**src/rtl/mem_rr_arbiter8.sv**
```systemverilog
// Round-robin arbiter sharing one memory port among eight requesters.
// It holds the grant until mem_resp, then runs a one-cycle release bubble.
module mem_rr_arbiter8 #(
  parameter logic [2:0] PTR_INIT = 3'd0
) (
  input  logic       clk,
  input  logic       rst,
  input  logic [7:0] req_read,
  input  logic [7:0] req_write,
  input  logic       mem_resp,
  output logic [2:0] sel,
  output logic [7:0] grant,
  output logic       mem_read,
  output logic       mem_write,
  output logic [7:0] resp,
  output logic       busy
);

  localparam int unsigned N_REQ = 8;
  localparam int unsigned IDX_W = 3;

  typedef enum logic [1:0] {
    IDLE    = 2'd0,
    BUSY    = 2'd1,
    RELEASE = 2'd2
  } state_t;

  state_t             state_q, state_d;
  logic [IDX_W-1:0]   ptr_q, ptr_d;
  logic [IDX_W-1:0]   sel_q, sel_d;
  logic               op_rd_q, op_rd_d;

  logic [N_REQ-1:0]   req;
  logic [IDX_W-1:0]   win;
  logic [IDX_W-1:0]   idx;
  logic               found;

  assign req = req_read | req_write;

  // Find the first pending request at or after ptr, wrapping 7 -> 0.
  always_comb begin
    win   = ptr_q;
    found = 1'b0;
    idx   = ptr_q;
    for (int unsigned k = 0; k < N_REQ; k++) begin
      idx = ptr_q + IDX_W'(k);
      if (!found && req[idx]) begin
        win   = idx;
        found = 1'b1;
      end
    end
  end

  always_ff @(posedge clk) begin
    if (rst) begin
      state_q <= IDLE;
      ptr_q   <= PTR_INIT;
      sel_q   <= '0;
      op_rd_q <= 1'b1;
    end else begin
      state_q <= state_d;
      ptr_q   <= ptr_d;
      sel_q   <= sel_d;
      op_rd_q <= op_rd_d;
    end
  end

  always_comb begin
    state_d = state_q;
    ptr_d   = ptr_q;
    sel_d   = sel_q;
    op_rd_d = op_rd_q;
    unique case (state_q)
      IDLE: begin
        if (found) begin
          sel_d   = win;
          op_rd_d = req_read[win];
          state_d = BUSY;
        end
      end
      BUSY: begin
        if (mem_resp) begin
          ptr_d   = sel_q + IDX_W'(1);
          state_d = RELEASE;
        end
      end
      RELEASE: state_d = IDLE;
      default: state_d = IDLE;
    endcase
  end

  // Port strobes decode from registered state; resp follows mem_resp in the same cycle.
  always_comb begin
    grant     = '0;
    resp      = '0;
    mem_read  = 1'b0;
    mem_write = 1'b0;
    if (state_q == BUSY) begin
      grant     = N_REQ'(1) << sel_q;
      mem_read  = op_rd_q;
      mem_write = ~op_rd_q;
      if (mem_resp) resp = N_REQ'(1) << sel_q;
    end
  end

  assign sel  = sel_q;
  assign busy = (state_q != IDLE);

endmodule

```
**config.mk**
```make
export PLATFORM = sky130hd
export DESIGN_NAME = mem_rr_arbiter8
export DESIGN_NICKNAME = d
export VERILOG_FILES = /design/src/rtl/mem_rr_arbiter8.sv
export SDC_FILE = /design/constraint.sdc
export NUM_CORES = 1
export LEC_CHECK = 0
export BUFFER_PORTS_ARGS = -buffer_cell sky130_fd_sc_hd__buf_2
export CORE_MARGIN = 5
export CORE_UTILIZATION = 35
export CTS_CLUSTER_DIAMETER = 120
export DETAILED_ROUTE_END_ITERATION = 12
export SLEW_MARGIN = 25
export SYNTH_ARGS = -nofsm -noshare
export SYNTH_HDL_FRONTEND = slang
export SYNTH_SLANG_ARGS = --single-unit
```
**constraint.sdc**
```tcl
create_clock -name clk -period 4 [get_ports clk]
set_input_delay 0.2 -clock clk [delete_from_list [all_inputs] [get_ports clk]]
set_output_delay 0.2 -clock clk [all_outputs]
set_load 0.1 [all_outputs]
```
## Word-level counts from Yosys, hierarchy flattened

Index checks and enable logic that the tools add are counted.

- Bits in registers: 9
- Output and inout port bits: 22

- Add/subtract/negate cells: 8
- $lt $le $gt $ge: 9
- Eq/ne operators: 3
- Shift operators: 1
- Muxes and demuxes: 41
- Bitwise operators: 2
- Reductions and logical operators: 19

Operators with widths:

| operator | count |
|---|---|
| $lt 3x4->1 const B | 9 |
| $bmux 1 s3 | 9 |
| $mux 8 | 3 |
| $mux 3 | 7 |
| $mux 1 | 19 |
| $add 3x3->3 const B | 4 |
| $or 8x8->8 | 1 |
| $shl 1x3->8 const A | 1 |
| $logic_and 1x1->1 | 7 |
| $logic_not 1->1 | 7 |
| $add 3x1->3 const B | 2 |
| $add 3x2->3 const B | 2 |
| $reduce_and 2->1 | 3 |
| $mux 2 | 2 |
| $ne 2x2->1 const B | 2 |
| $pmux 2 s2 | 1 |
| $eq 2x1->1 const B | 1 |
| $logic_not 2->1 | 1 |
| $reduce_bool 2->1 | 1 |
| $not 1->1 | 1 |

## Longest topological paths before layout

Gate-level depths: netlist (run 1).

- Depth after elaboration: 27
- Depth in mapped cells: 14

## Worst setup path before layout (run 1)

No wires, ideal clock.

- Path type: reg2reg
- From: reg ptr_q[1]
- To: reg op_rd_q
- Library setup time: 0.086 ns
- Arrival time: 3.438 ns
- Required time: 3.914 ns
- Slack: 0.475 ns
- Cell stages (with the launch flop): 12
- Buffers on the path: 1
- Cell sequence: dfxtp_1 > clkbuf_1 > inv_1 > ha_1 > xnor2_1 > mux4_2 > and4bb_4 > o21ai_1 > or3b_1 > a21oi_2 > mux2_2 > a221oi_2

- Longest elaborated chain between the ends: 26

Ends and longest elaborated chain:

| item | RTL line | source |
|---|---|---|
| start, declared | 29 | `logic [IDX_W-1:0] ptr_q, ptr_d;` |
| start signal, assigned | 62 | `ptr_q <= ptr_d;` |
| parallel branches: the longest is 26 deep, another holds $add 3x1->3 | - |  |
| end signal, assigned | 64 | `op_rd_q <= op_rd_d;` |
| end, declared | 31 | `logic op_rd_q, op_rd_d;` |

Several ways; the timed one is not identified. The select of a mux whose other input is x is not followed.
A chain may end at the register's enable or synchronous reset.

## Final worst setup path (run 1)

- From: reg ptr_q[0]
- To: reg op_rd_q

Same word-level chain as after synthesis.

==> run summary, run 1 <==
run status: finished, final reports clean
Hold EP: sel[2]$_SDFFE_PP0P_
Final ANT Viol Nets: 0
slew margin rel.: 51.7%
Reg2Reg Depth: 11
syn_nets: 241
Die W: 80.3 um
worst stage delay on the critical path: 0.53 ns
final layout net count: 280
unrepaired setup endpoints after global routing: false
Post-Syn Area: 0.00173 sq mm
CORE AREA: 0.00475 sq mm
post-synthesis sequential area ratio: 10.4%
ranking of synthesized cells by area: mux4_2, dfxtp_1, nor2_1
Finished Core Util: 42.8%
ant diodes: 0
Worst-Skew Late Latency: 0.23 ns
CTS tree: done
Total Neg Setup Slack: 0 ns
CTS clock-pin slew for the worst setup and hold paths: 0.05 ns
Worst Path Max Fanout: 13
Hold Slack: 0.274 ns
Synth Flop Type: dfxtp_1
area fraction of the dominant cell type after synthesis: 11.7%
CP max-delay cell: a222oi_1
Synth Area per Inst: 8.09 sq um
r2r setup slk: 0.44 ns
Post-synth EDFFs: 0
fmax: 281 MHz
Crit path arrival time: 3.71 ns
maximum vdd drop: 0.105 mV
critical path launch point type: flop
CTS H-tree lvls: 1
Starting Density: 36.4%
clock root cell: clkbuf_8
CTS Hold Bufs: 0
CP Cell Sequence: inv_4 -> ha_1 -> inv_1 -> mux4_2 -> a222oi_1 -> nor2_1 -> o221ai_1 -> or3b_1 -> a21oi_2 -> mux2_2 -> a221oi_2
# rows: 25
area leader, netlist: mux4_2
GR Overflow Total: 0
Die Span Y: 80.3 um
number of antenna violations at the first check in global routing: 0
Ys Warns: 0
max_cap viols: 0
Post-CTS Resized: 0
post-route cell area: 0.00203 sq mm
CTS Buf Count: 3
post-DR vias/cell: 5.62
pwr dens: 278 mW/mm^2
Final Hold Fails: 0
# Post-CTS Setup Buffers: 0
I/O pin cnt: 41
DRT iter0 DRCs: 189
Worst-Margin Slew: 0.707 ns
Clock Sinks: 9
clock buffer depth: 2
async set or reset register ratio after synthesis: 0%
commonest non-fill, non-tap cell in the layout: buf_2
Cell variety after synth: 60
worst path required time: 4.15 ns
GP Congestion: 0.887
max-slew violation total from the final report: 0
overall fraction of global-route tracks in use: 16.4%
area grow syn2layout: 17.4%
Worst Clk Skew: 0.00308 ns
Pleak: 0.892 nW
flops & latches, synth: 9
RR Endpoint: op_rd_q$_SDFFE_PP1P_
Hold Path Depth: 2
post-DP HPWL: 4160 um
Setup CP Type: reg2reg
CP delay by family, top: compound AO/OA/AOI/OAI gates
die footprint: 0.00645 sq mm
vias in the first global route: 1740
dpl cells: 315
# setup viols final: 0
Post-Synthesis Cells: 214
Worst Path Buf+Inv: 2
via count: 1792
DRT Pass-1 Iters: 4
first-pass GRT wire length: 8550 um
Post-DP Area: 0.00199 sq mm
CP endpoint kind: flop
Detailed Route WL: 5130 um
largest net degree at the start of global routing: 37
fin crit share: 88.9%
Final min period: 3.56 ns
reg2reg start: ptr_q[0]$_SDFFE_PP0P_
non-filler instance count after layout: 319
Hold Crit Class: in2reg
most frequent cells in the layout: buf_2, nor2_1, nand2_1, and3_1, nor3_1
Hold Startpoint: rst
drt drc: 0
Wirelength per Cell: 16.1 um
port bufs: 40
fraction of layout cells with a size suffix above 1: 32.1%
[cells by family after synthesis]
| group | Yosys count | synth area share (%) |
|---|---|---|
| adders and majority gates | 8 | 5.78 |
| xor gates and xnor gates | 5 | 2.96 |
| DFF | 9 | 10.4 |
| buffers and inverters | 18 | 5.64 |
| muxes | 22 | 21.5 |
| AOI/OAI and AO/OA | 51 | 22.3 |
| and+or+nand+nor | 101 | 31.4 |
[final cells by class]
class                      instances  area [sq um]
tap                               67          83.8
multi-input combinational        187          1450
inverter                           6          25.0
sequential                         9           180
fill                             493          2720
timing repair buffer              46           245
clock buffer                       4          45.0
[worst register-to-register path: stages, from the launching register on]
cell	delay [ns]
dfxtp_1	0.39
inv_4	0.11
ha_1	0.42
inv_1	0.19
mux4_2	0.37
a222oi_1	0.53
nor2_1	0.16
o221ai_1	0.10
or3b_1	0.37
a21oi_2	0.22
mux2_2	0.37
a221oi_2	0.23
[registers in the layout, indices dropped and copies added, names as in the netlist]
name / flops
op_rd_q: 1
ptr_q: 3
sel: 3
state_q: 2
[how the worst max path moves through the flow]
stage / endpoint / cells after the start / slack [ns] / start
floorplan: op_rd_q$_SDFFE_PP1P_ / 11 / 0.48 / ptr_q[1]$_SDFFE_PP0P_
global placement: op_rd_q$_SDFFE_PP1P_ / 10 / 0.59 / ptr_q[0]$_SDFFE_PP0P_
detailed placement: op_rd_q$_SDFFE_PP1P_ / 11 / 0.53 / ptr_q[0]$_SDFFE_PP0P_
CTS: op_rd_q$_SDFFE_PP1P_ / 11 / 0.50 / ptr_q[0]$_SDFFE_PP0P_
global route: op_rd_q$_SDFFE_PP1P_ / 11 / 0.28 / ptr_q[0]$_SDFFE_PP0P_
finish: op_rd_q$_SDFFE_PP1P_ / 11 / 0.44 / ptr_q[0]$_SDFFE_PP0P_
[cell usage after synthesis (all sizes together) (5+ instances only)]
| master | instances |
|---|---|
| a211oi | 7 |
| a21oi | 10 |
| and2 | 6 |
| and3 | 16 |
| buf | 6 |
| clkbuf | 6 |
| dfxtp | 9 |
| ha | 8 |
| inv | 6 |
| mux2 | 5 |
| mux2i | 7 |
| mux4 | 10 |
| nand2 | 16 |
| nor2 | 34 |
| nor3 | 13 |
| o21ai | 6 |
[per-stage QoR]
step	power, W	worst slack, ns
2_1_floorplan	0.000387	0.475
3_3_place_gp	0.000457	0.589
3_5_place_dp	0.000456	0.532
4_1_cts	0.000564	0.502
5_1_grt	0.000601	0.279
6_report	0.000565	0.443
[where the power goes]
group | switching, W | leakage (nW) | total [W] | internal (W)
logic | 0.000227 | 0.796 | 0.000349 | 0.000122
registers | 0.0000117 | 0.0738 | 0.000110 | 0.0000983
clock network | 0.0000369 | 0.0228 | 0.000106 | 0.0000695
[metal layers]
metal / global-route usage, % / routed length (um) / up-vias
met1: 23.3 / 2310 / 800
met2: 26.3 / 2390 / 90
met3: 2.47 / 387 / 6
met4: 2.87 / 43 / 0
met5: 0 / 0 / -
li1: - / - / 896
Note: power is estimated with default switching activity, not from simulation.
==> run 2, diff against run 1 <==
--- a/config.mk
+++ b/config.mk
@@ -7,9 +7,10 @@
 export LEC_CHECK = 0
 export BUFFER_PORTS_ARGS = -buffer_cell sky130_fd_sc_hd__buf_2
 export CORE_MARGIN = 5
-export CORE_UTILIZATION = 35
+export CORE_UTILIZATION = 49
 export CTS_CLUSTER_DIAMETER = 120
 export DETAILED_ROUTE_END_ITERATION = 12
+export PLACE_DENSITY = 0.77
 export SLEW_MARGIN = 25
 export SYNTH_ARGS = -nofsm -noshare
 export SYNTH_HDL_FRONTEND = slang
==> constraint.sdc (replaced) <==
create_clock -name clk -period 2.9 [get_ports clk]
set_input_delay 0.145 -clock clk [delete_from_list [all_inputs] [get_ports clk]]
set_output_delay 0.145 -clock clk [all_outputs]
set_load 0.1 [all_outputs]
==> run summary, run 2 (synthesis results as in run 1) <==
Hold Crit Class: in2reg
final layout net count: 334 (+19%)
CTS clock-pin slew for the worst setup and hold paths: 0.06 ns (about the same)
Final WS setup: -0.175 ns (-0.618 ns)
unrepaired setup endpoints after global routing: true
CP endpoint kind: flop
pwr dens: 350 mW/mm^2 (+26%)
worst stage delay on the critical path: 0.58 ns (+0.05 ns)
pre-CTS setup slack: -0.346 ns (-0.879 ns)
# rows: 21 (-16%)
first-pass GRT wire length: 9240 um (+8.1%)
CORE AREA: 0.00339 sq mm (-29%)
largest net degree at the start of global routing: 22 (-41%)
clock root cell: clkbuf_4
GR Overflow Total: 0 (unchanged)
Final ANT Viol Nets: 0 (unchanged)
most frequent cells in the layout: buf_4, buf_2, nor2_1, nand2_1, and3_1
ant diodes: 0 (unchanged)
slew margin rel.: 62.5% (+11 points)
Final Hold Fails: 0 (unchanged)
Setup CP Type: reg2reg
Worst Clk Skew: 0.00667 ns (+0.00359 ns)
run status: finished with violations
drt drc: 0 (unchanged)
Worst-Margin Slew: 0.557 ns (-0.150 ns)
worst path required time: 3.07 ns (-1.08 ns)
Total Neg Setup Slack: -0.175 ns (-0.175 ns)
critical path launch point type: flop
CP max-delay cell: mux4_2
Wirelength per Cell: 17.1 um (+6.2%)
# setup viols final: 1 (+1)
Die W: 69.4 um (-14%)
fraction of layout cells with a size suffix above 1: 50.7% (+19 points)
Pleak: 1.19 nW (+33%)
via count: 2141 (+19%)
die footprint: 0.00482 sq mm (-25%)
max-slew violation total from the final report: 0 (unchanged)
DRT Pass-1 Iters: 5 (+1)
maximum vdd drop: 0.245 mV (+130%)
Worst-Skew Late Latency: 0.26 ns (+0.03 ns)
Clock Sinks: 9 (unchanged)
Hold Slack: 0.180 ns (-0.0939 ns)
GP Congestion: 1.01 (+13%)
clock buffer depth: 2 (unchanged)
CTS tree: done
DRT iter0 DRCs: 160 (-15%)
fmax: 325 MHz (+16%)
overall fraction of global-route tracks in use: 22.7% (+6.4 points)
commonest non-fill, non-tap cell in the layout: buf_4
Detailed Route WL: 6010 um (+17%)
Starting Density: 51.1% (+15 points)
max_cap viols: 0 (unchanged)
CTS H-tree lvls: 1 (unchanged)
post-DP HPWL: 4450 um (+6.8%)
CP Cell Sequence: buf_12 -> mux4_2 -> mux2_2 -> and4bb_4 -> buf_4 -> o31ai_1 -> o311ai_2 -> a21oi_4 -> mux2_4 -> a221oi_2
vias in the first global route: 1937 (+11%)
post-route cell area: 0.00263 sq mm (+29%)
Final min period: 3.07 ns (-0.482 ns)
fin crit share: 106% (+17 points)
number of antenna violations at the first check in global routing: 0 (unchanged)
area grow syn2layout: 52.0%
Post-DP Area: 0.00235 sq mm (+18%)
CTS Buf Count: 3 (unchanged)
Worst Path Max Fanout: 11 (-2)
Die Span Y: 69.4 um (-14%)
Crit path arrival time: 3.25 ns (-0.46 ns)
r2r setup slk: -0.17 ns (-0.62 ns)
port bufs: 40 (unchanged)
I/O pin cnt: 41 (unchanged)
violated checks: setup timing
post-DR vias/cell: 6.08 (+8.3%)
run 2: routing by layer:
layer	part of all wire, %	vias to the layer above	global-route usage (%)	wire length [um]
met5	0	-	0	0
met3	8.5	21	3.48	511
met4	2.4	0	5.21	145
met1	41	989	30.5	2480
li1	-	1003	-	-
met2	48	128	38.2	2880
run 2: critical path: cells and delay by family (launching register included):
kind	cells	cell delay, ns
mux	3	1.23
compound gates	4	0.78
simple gates	1	0.21
flops	1	0.43
buf+inv	2	0.33
run 2: timing repair:
action / CTS / global route
hold buffers: 0 / 0
resized for setup: 23 / 14
pin swaps: 9 / 12
buffers inserted: 4 / 3
endpoints found under the setup margin: 4 / 4
cloned: 0 / 1
run 2: area by class of cell:
cell class              instances  area [sq um]
clock buffers                   4          26.3
fillers                       209           758
inverters                       6          30.0
multi-input cells             187          1640
flip-flops and latches          9           189
well taps                      46          57.6
repair buffers                100           692
run 2: worst paths after layout:
kind / start / to / depth (start not counted)
worst max register to register: ptr_q[0]$_SDFFE_PP0P_ / op_rd_q$_SDFFE_PP1P_ / 10
worst min register to register: sel[1]$_SDFFE_PP0P_ / sel[1]$_SDFFE_PP0P_ / 2
worst min-delay path: mem_resp / state_q[1]$_SDFFE_PP0P_ / 3
worst max-delay path: ptr_q[0]$_SDFFE_PP0P_ / op_rd_q$_SDFFE_PP1P_ / 10
run 2: where the power goes:
group,internal (W),leakage [nW],switching [W],total [W]
clock,0.0000530,0.0150,0.0000440,0.0000970
sequential,0.000135,0.0757,0.0000178,0.000153
combinational,0.000295,1.10,0.000376,0.000670
run 2: per-stage QoR:
step                      total power [W]  cells  utilization (%)
final                            0.000920    352             77.6
after detailed placement         0.000742    340             69.3
after floorplan                  0.000557    214                -
after CTS                        0.000872    348             74.0
after global routing             0.000971    352             77.6
after global placement           0.000733    340             69.3
